--- src/rtl/axi4_lite_arbiter_2to1.sv ---
// Two AXI4-lite masters sharing one AXI4-lite slave, one transaction in flight, registered grant.
// Define AXI_ARB_FIXED_PRIO_EN for fixed priority (master 0 wins ties) instead of round-robin.
module axi4_lite_arbiter_2to1 #(
    parameter int ADDR_W = 32
) (
    input  logic                clk,
    input  logic                rst,
    input  logic [1:0]          s_awvalid,
    output logic [1:0]          s_awready,
    input  logic [2*ADDR_W-1:0] s_awaddr,
    input  logic [1:0]          s_wvalid,
    output logic [1:0]          s_wready,
    input  logic [63:0]         s_wdata,
    input  logic [7:0]          s_wstrb,
    output logic [1:0]          s_bvalid,
    input  logic [1:0]          s_bready,
    input  logic [1:0]          s_arvalid,
    output logic [1:0]          s_arready,
    input  logic [2*ADDR_W-1:0] s_araddr,
    input  logic [5:0]          s_arprot,
    output logic [1:0]          s_rvalid,
    input  logic [1:0]          s_rready,
    output logic [31:0]         s_rdata,
    output logic                m_awvalid,
    input  logic                m_awready,
    output logic [ADDR_W-1:0]   m_awaddr,
    output logic                m_wvalid,
    input  logic                m_wready,
    output logic [31:0]         m_wdata,
    output logic [3:0]          m_wstrb,
    input  logic                m_bvalid,
    output logic                m_bready,
    output logic                m_arvalid,
    input  logic                m_arready,
    output logic [ADDR_W-1:0]   m_araddr,
    output logic [2:0]          m_arprot,
    input  logic                m_rvalid,
    output logic                m_rready,
    input  logic [31:0]         m_rdata
);

    // state   | meaning
    // IDLE    | no grant; arbitrate pending requests
    // RD_ADDR | AR of granted master forwarded
    // RD_DATA | R forwarded to granted master
    // WR_ADDR | AW and W forwarded independently until both done
    // WR_RESP | B forwarded to granted master
    typedef enum logic [2:0] {
        IDLE    = 3'd0,
        RD_ADDR = 3'd1,
        RD_DATA = 3'd2,
        WR_ADDR = 3'd3,
        WR_RESP = 3'd4
    } state_t;

    state_t     state, state_nxt;
    logic       grant, grant_nxt;
    logic       aw_done, aw_done_nxt;
    logic       w_done, w_done_nxt;
    logic       aw_hs, w_hs;
    logic       winner;
    logic [1:0] req;
    logic [1:0] grant_oh;

    assign req      = s_arvalid | s_awvalid;
    assign grant_oh = {grant, ~grant};

    assign m_awaddr = grant ? s_awaddr[2*ADDR_W-1:ADDR_W] : s_awaddr[ADDR_W-1:0];
    assign m_araddr = grant ? s_araddr[2*ADDR_W-1:ADDR_W] : s_araddr[ADDR_W-1:0];
    assign m_arprot = grant ? s_arprot[5:3] : s_arprot[2:0];
    assign m_wdata  = grant ? s_wdata[63:32] : s_wdata[31:0];
    assign m_wstrb  = grant ? s_wstrb[7:4] : s_wstrb[3:0];

`ifdef AXI_ARB_FIXED_PRIO_EN
    // master 1 only wins when it is the sole requester
    assign winner = ~req[0];
`else
    logic last_grant;

    always_comb begin
        case (req)
            2'b01:   winner = 1'b0;
            2'b10:   winner = 1'b1;
            default: winner = ~last_grant;
        endcase
    end

    always_ff @(posedge clk or posedge rst) begin
        if (rst)
            last_grant <= 1'b1;
        else if ((state == RD_DATA && m_rvalid && m_rready) ||
                 (state == WR_RESP && m_bvalid && m_bready))
            last_grant <= grant;
    end
`endif

    always_ff @(posedge clk or posedge rst) begin
        if (rst) begin
            state   <= IDLE;
            grant   <= 1'b0;
            aw_done <= 1'b0;
            w_done  <= 1'b0;
        end else begin
            state   <= state_nxt;
            grant   <= grant_nxt;
            aw_done <= aw_done_nxt;
            w_done  <= w_done_nxt;
        end
    end

    always_comb begin
        state_nxt   = state;
        grant_nxt   = grant;
        aw_done_nxt = aw_done;
        w_done_nxt  = w_done;
        aw_hs       = 1'b0;
        w_hs        = 1'b0;
        m_awvalid   = 1'b0;
        m_wvalid    = 1'b0;
        m_bready    = 1'b0;
        m_arvalid   = 1'b0;
        m_rready    = 1'b0;
        s_awready   = 2'b00;
        s_wready    = 2'b00;
        s_bvalid    = 2'b00;
        s_arready   = 2'b00;
        s_rvalid    = 2'b00;
        s_rdata     = 32'h0;

        case (state)
            IDLE: begin
                if (|req) begin
                    grant_nxt = winner;
                    state_nxt = s_arvalid[winner] ? RD_ADDR : WR_ADDR;
                end
            end
            RD_ADDR: begin
                m_arvalid = s_arvalid[grant];
                s_arready = grant_oh & {2{m_arready}};
                if (m_arvalid && m_arready)
                    state_nxt = RD_DATA;
            end
            RD_DATA: begin
                s_rvalid = grant_oh & {2{m_rvalid}};
                s_rdata  = m_rdata;
                m_rready = s_rready[grant];
                if (m_rvalid && m_rready)
                    state_nxt = IDLE;
            end
            WR_ADDR: begin
                // a channel that already handshook is fenced off so it cannot repeat
                m_awvalid = s_awvalid[grant] & ~aw_done;
                s_awready = grant_oh & {2{m_awready & ~aw_done}};
                m_wvalid  = s_wvalid[grant] & ~w_done;
                s_wready  = grant_oh & {2{m_wready & ~w_done}};
                aw_hs     = m_awvalid & m_awready;
                w_hs      = m_wvalid & m_wready;
                if ((aw_done || aw_hs) && (w_done || w_hs)) begin
                    state_nxt   = WR_RESP;
                    aw_done_nxt = 1'b0;
                    w_done_nxt  = 1'b0;
                end else begin
                    aw_done_nxt = aw_done | aw_hs;
                    w_done_nxt  = w_done | w_hs;
                end
            end
            WR_RESP: begin
                s_bvalid = grant_oh & {2{m_bvalid}};
                m_bready = s_bready[grant];
                if (m_bvalid && m_bready)
                    state_nxt = IDLE;
            end
            default: state_nxt = IDLE;
        endcase
    end

endmodule

--- config.mk ---
export PLATFORM = sky130hd
export DESIGN_NAME = axi4_lite_arbiter_2to1
export DESIGN_NICKNAME = d
export VERILOG_FILES = /design/src/rtl/axi4_lite_arbiter_2to1.sv
export SDC_FILE = /design/constraint.sdc
export NUM_CORES = 1
export LEC_CHECK = 0
export ABC_AREA = 1
export CAP_MARGIN = 15
export CORE_AREA = 2 2 159 161
export DETAILED_ROUTE_END_ITERATION = 8
export DIE_AREA = 0 0 161 163
export GPL_TIMING_DRIVEN = 0
export SLEW_MARGIN = 20
export SYNTH_ARGS = -nofsm -noshare
export SYNTH_HDL_FRONTEND = slang
export SYNTH_SLANG_ARGS = --single-unit
--- constraint.sdc ---
create_clock -name clk -period 2.1 [get_ports clk]
set_clock_uncertainty 0.2 [all_clocks]
set_input_delay 0.42 -clock clk [delete_from_list [all_inputs] [get_ports clk]]
set_output_delay 0.42 -clock clk [all_outputs]
set_load 0.005 [all_outputs]
==> out/summary.md <==
The wire-length estimate of the detail-placed layout is 15100 um. For this run, the post-layout net count is 1262. In this run the tightest slew margin relative to its limit is 78.7%. The count of cell types in the netlist is 24, and the per-cell routed wire length is 14.9 um. The worst setup path is captured at an output port. The run gives 4690 as the number of global-route vias before repair. The worst setup path is launched from a flop.

The width of the die was 161 um; the total setup violations reported at the end of the flow was 34. 405 I/O pins were placed. The die boundary height is 163 um.

The tools report the count of H-tree levels built during CTS as 1. For this run the aggregate overflow at the end of global routing stands at 0. The tools report the area of the core as 24700 um2. For this run, the number of Yosys warnings is 0.

The count of state elements after synthesis is 7, and the top fanout value on the critical path is 11. Averaged over all synthesized cells, the footprint is 4.29 um2. The number of sinks handled by clock tree synthesis is 7.

In the final layout, the share of cells above drive strength 1 is 42.2%. Counting flops with an async set or reset pin after synthesis yields a share of 100%. The floorplan step defined a die boundary enclosing 26200 um2. The synthesized netlist devotes 1.12% of its cell area to adder and majority cells.

Post-route worst setup slack: -0.0803 ns. The finished layout holds 1335 standard cells, fillers aside. The total placed instance area is 6680 um2, and the worst stage delay on the critical path is 0.36 ns. Max-cap violations in this run came to 0. Largest net degree at the start of global routing: 11. The count of input and output buffers is 404, and the final count of pins violating max slew is 0.

In this run the critical register-to-register path is captured at last_grant$_DFFE_PP1P_. At the pin with the least slew margin, the transition time is 0.317 ns. After detailed routing, the total wire length is 19900 um. The number of cells on the worst reg-to-reg path is 8, and the sequential area share after synthesis is 7.92%. The overall via count from detail_route was 4930.

Compared with the post-synthesis result, the final layout area differs by 266%. The worst path in the final design needs a cycle of 2.18 ns, including I/O delays and setup. For this run, the total global-route usage over all layers was measured as 13.5%. The clock passes through at most 2 buffers. The tools report the number of antenna violations at the first check in global routing as 3. The classification of the worst-slack hold path was input port to async pin. Clock-pin slew was measured on the worst setup and hold paths at 0.04 ns. Once the floorplan was initialized, standard cells occupied 9.03% of the core. Final design instance area without fill: 8140 um2.

In this run the clock root is driven by a sky130_fd_sc_hd__clkbuf_16. The run gives 776 as the post-synth net total. TritonCTS built the clock tree.

The worst-path cell with the longest stage delay was sky130_fd_sc_hd__dfrtp_1. The fraction of the mapped netlist area in compound gates works out to 1.18%. The flow ran to the end, but the final reports show violations. The launch point of the worst reg-to-reg path was state[0]$_DFFE_PP0P_. In the routed design, unresolved DRC markers number 0. The leakage power of the design is 4.18 nW, and the average vias per placed instance is 3.69. Traced cell by cell, the critical path runs through buf_6 -> buf_4 -> buf_12 -> buf_12 -> buf_12 -> nand2_1 -> nand2_2 -> buf_6. By startpoint and endpoint, the worst setup path is classified as flop to output port. The first global-routing pass estimated 27400 um of wire. For this run, the detailed router's first-pass iteration total came to 4.

In this run, the number of DRC markers left after iteration 0 of detailed routing was 165. The final core utilization came out at 33.0%. Combinational family with the most area after synthesis: simple AND/OR/NAND/NOR gates. For the cell area after synthesis, the log shows 2230 um2. The reg-to-reg setup timing slack is 0.36 ns, and the top achievable clock speed is 459 MHz. Setup repair after global routing could not meet its margin everywhere. For the hold violation total from the final report, the log shows 0. The final reports fail on negative setup slack. The floorplan has 58 rows. The power per cell area came out at 1040 nW/um2. Counting flops with a built-in enable in the synthesized netlist gives 0.

Overall power consumption after layout is estimated at 8.50 mW. Buffers inserted during clock tree synthesis total 3. The endpoint required time on the critical path was 1.48 ns; the simple-gate share of the synthesized area was 74.1%. For this design, the CTS-stage hold fixing added 0 buffers. Fill cells in the final layout number 2704. After detailed placement, the design holds a cell count of 1253.

The logs give 0 for the number of routed nets with antenna violations and 0.817 for the final RePlAce weighted congestion. After synthesis, the share of cell area in mux cells is 0%. The cell count after synthesis is 519, and the final period utilization is 104%.

In this design, the critical path's most frequently occurring cell is sky130_fd_sc_hd__buf_12. The tools report the worst vdd rail ir drop as 0.368 mV. The most used flip-flop cell after synthesis is sky130_fd_sc_hd__dfrtp_1. STA puts the critical path data arrival time at 1.56 ns.

The post-synthesis xor/xnor area fraction was 0%. For the clock insertion delay at the later pin of the skew report, the log shows 0.23 ns.
where the power goes:
part	leakage [nW]	internal (mW)	switching, mW	total, mW
sequential	0.0844	0.200	0.0532	0.254
combinational	4.06	4.30	3.61	7.91
clock	0.0382	0.253	0.0777	0.331
total	4.18	4.76	3.74	8.50
through the flow:
| stage | hold WS [ns] | setup WS [ns] | setup TNS, ns |
|---|---|---|---|
| after floorplan | 0.0227 | 0.362 | 0 |
| after global routing | 0.272 | -0.154 | -4.47 |
| after global placement | 0.266 | -0.787 | -67.34 |
| after CTS | 0.254 | -0.225 | -7.21 |
| after detailed placement | 0.270 | -0.777 | -67.75 |
| final | 0.249 | -0.0803 | -1.04 |
worst max-delay path, delay by kind of cell (launching register included):
family | cells | cell delay, ns
AND/OR/NAND/NOR | 2 | 0.13
flip-flops | 1 | 0.36
buffers and inverters | 6 | 0.82
cell usage after synthesis, types with 2 or more instances:
| master | instances | area, um2 |
|---|---|---|
| sky130_fd_sc_hd__clkbuf_1 | 7 | 26.3 |
| sky130_fd_sc_hd__buf_2 | 18 | 90.1 |
| sky130_fd_sc_hd__or2_1 | 2 | 12.5 |
| sky130_fd_sc_hd__o21ai_0 | 2 | 10.0 |
| sky130_fd_sc_hd__nand3_1 | 11 | 55.1 |
| sky130_fd_sc_hd__buf_4 | 3 | 22.5 |
| sky130_fd_sc_hd__dfrtp_1 | 6 | 150 |
| sky130_fd_sc_hd__nand2_1 | 344 | 1290 |
| sky130_fd_sc_hd__nor2_1 | 47 | 176 |
| sky130_fd_sc_hd__inv_1 | 50 | 188 |
| sky130_fd_sc_hd__nand4_1 | 3 | 18.8 |
| sky130_fd_sc_hd__inv_2 | 6 | 22.5 |
| sky130_fd_sc_hd__ha_1 | 2 | 25.0 |
| sky130_fd_sc_hd__nor3_1 | 8 | 40.0 |
layout make-up:
cell class | instances | area [um2] | share of cell area [%]
Timing Repair Buffer | 482 | 4450 | 54.6
Multi-Input combinational cell | 428 | 2360 | 28.9
Buffer | 27 | 444 | 5.45
Tap cell | 330 | 413 | 5.07
Inverter | 56 | 220 | 2.70
Sequential cell | 7 | 179 | 2.20
Clock buffer | 4 | 78.8 | 0.968
Antenna cell | 1 | 2.50 | 0.0307
cells by family after synthesis:
| family | after synthesis |
|---|---|
| and+or+nand+nor | 421 |
| buffers and inverters | 84 |
| adders and majority gates | 2 |
| DFF | 7 |
| AOI/OAI and AO/OA | 5 |
cells in the final DEF, fill, tap and decap left out, drive strengths merged:
master / count
a21oi: 1
dlymetal6s2s: 4
o22ai: 1
dfrtp: 6
nand3: 12
o21ai: 3
buf: 220
clkdlybuf4s15: 1
ha: 2
clkbuf: 37
nor4: 1
nand4: 3
nand3b: 1
clkdlybuf4s50: 251
inv: 56
diode: 1
nand2: 344
dfstp: 1
nor2: 48
nor3: 10
or2: 2
worst max path at each step:
stage / end / slack [ns] / from / cells past startpoint
2_1_floorplan: m_araddr[19] / 0.36 / grant$_DFFE_PP0P_ / 6
3_3_place_gp: m_araddr[26] / -0.79 / grant$_DFFE_PP0P_ / 7
3_5_place_dp: m_araddr[26] / -0.78 / grant$_DFFE_PP0P_ / 7
4_1_cts: m_araddr[30] / -0.22 / grant$_DFFE_PP0P_ / 7
5_1_grt: m_wdata[25] / -0.15 / grant$_DFFE_PP0P_ / 10
6_report: m_wdata[21] / -0.08 / grant$_DFFE_PP0P_ / 8
metal layers:
layer	part of all wire (%)	wire length, um	vias up	GRT usage, %
met5	0.14	27	-	0
met4	0.40	80	4	1.30
met3	7.4	1470	12	3.11
met2	53	10600	195	25.3
met1	39	7740	2222	16.1
li1	-	-	2497	-
timing repair:
action,4_1_cts,5_1_grt
resized for setup,697,253
endpoints found under the setup margin,150,146
pin swaps,16,34
setup buffers,57,18
gates cloned,8,4
registers in the layout, indices dropped and copies added, names as in the netlist:
signal and count:
aw_done 1, grant 1, last_grant 1, state 3, w_done 1
Power figures use the tool's default switching activity.
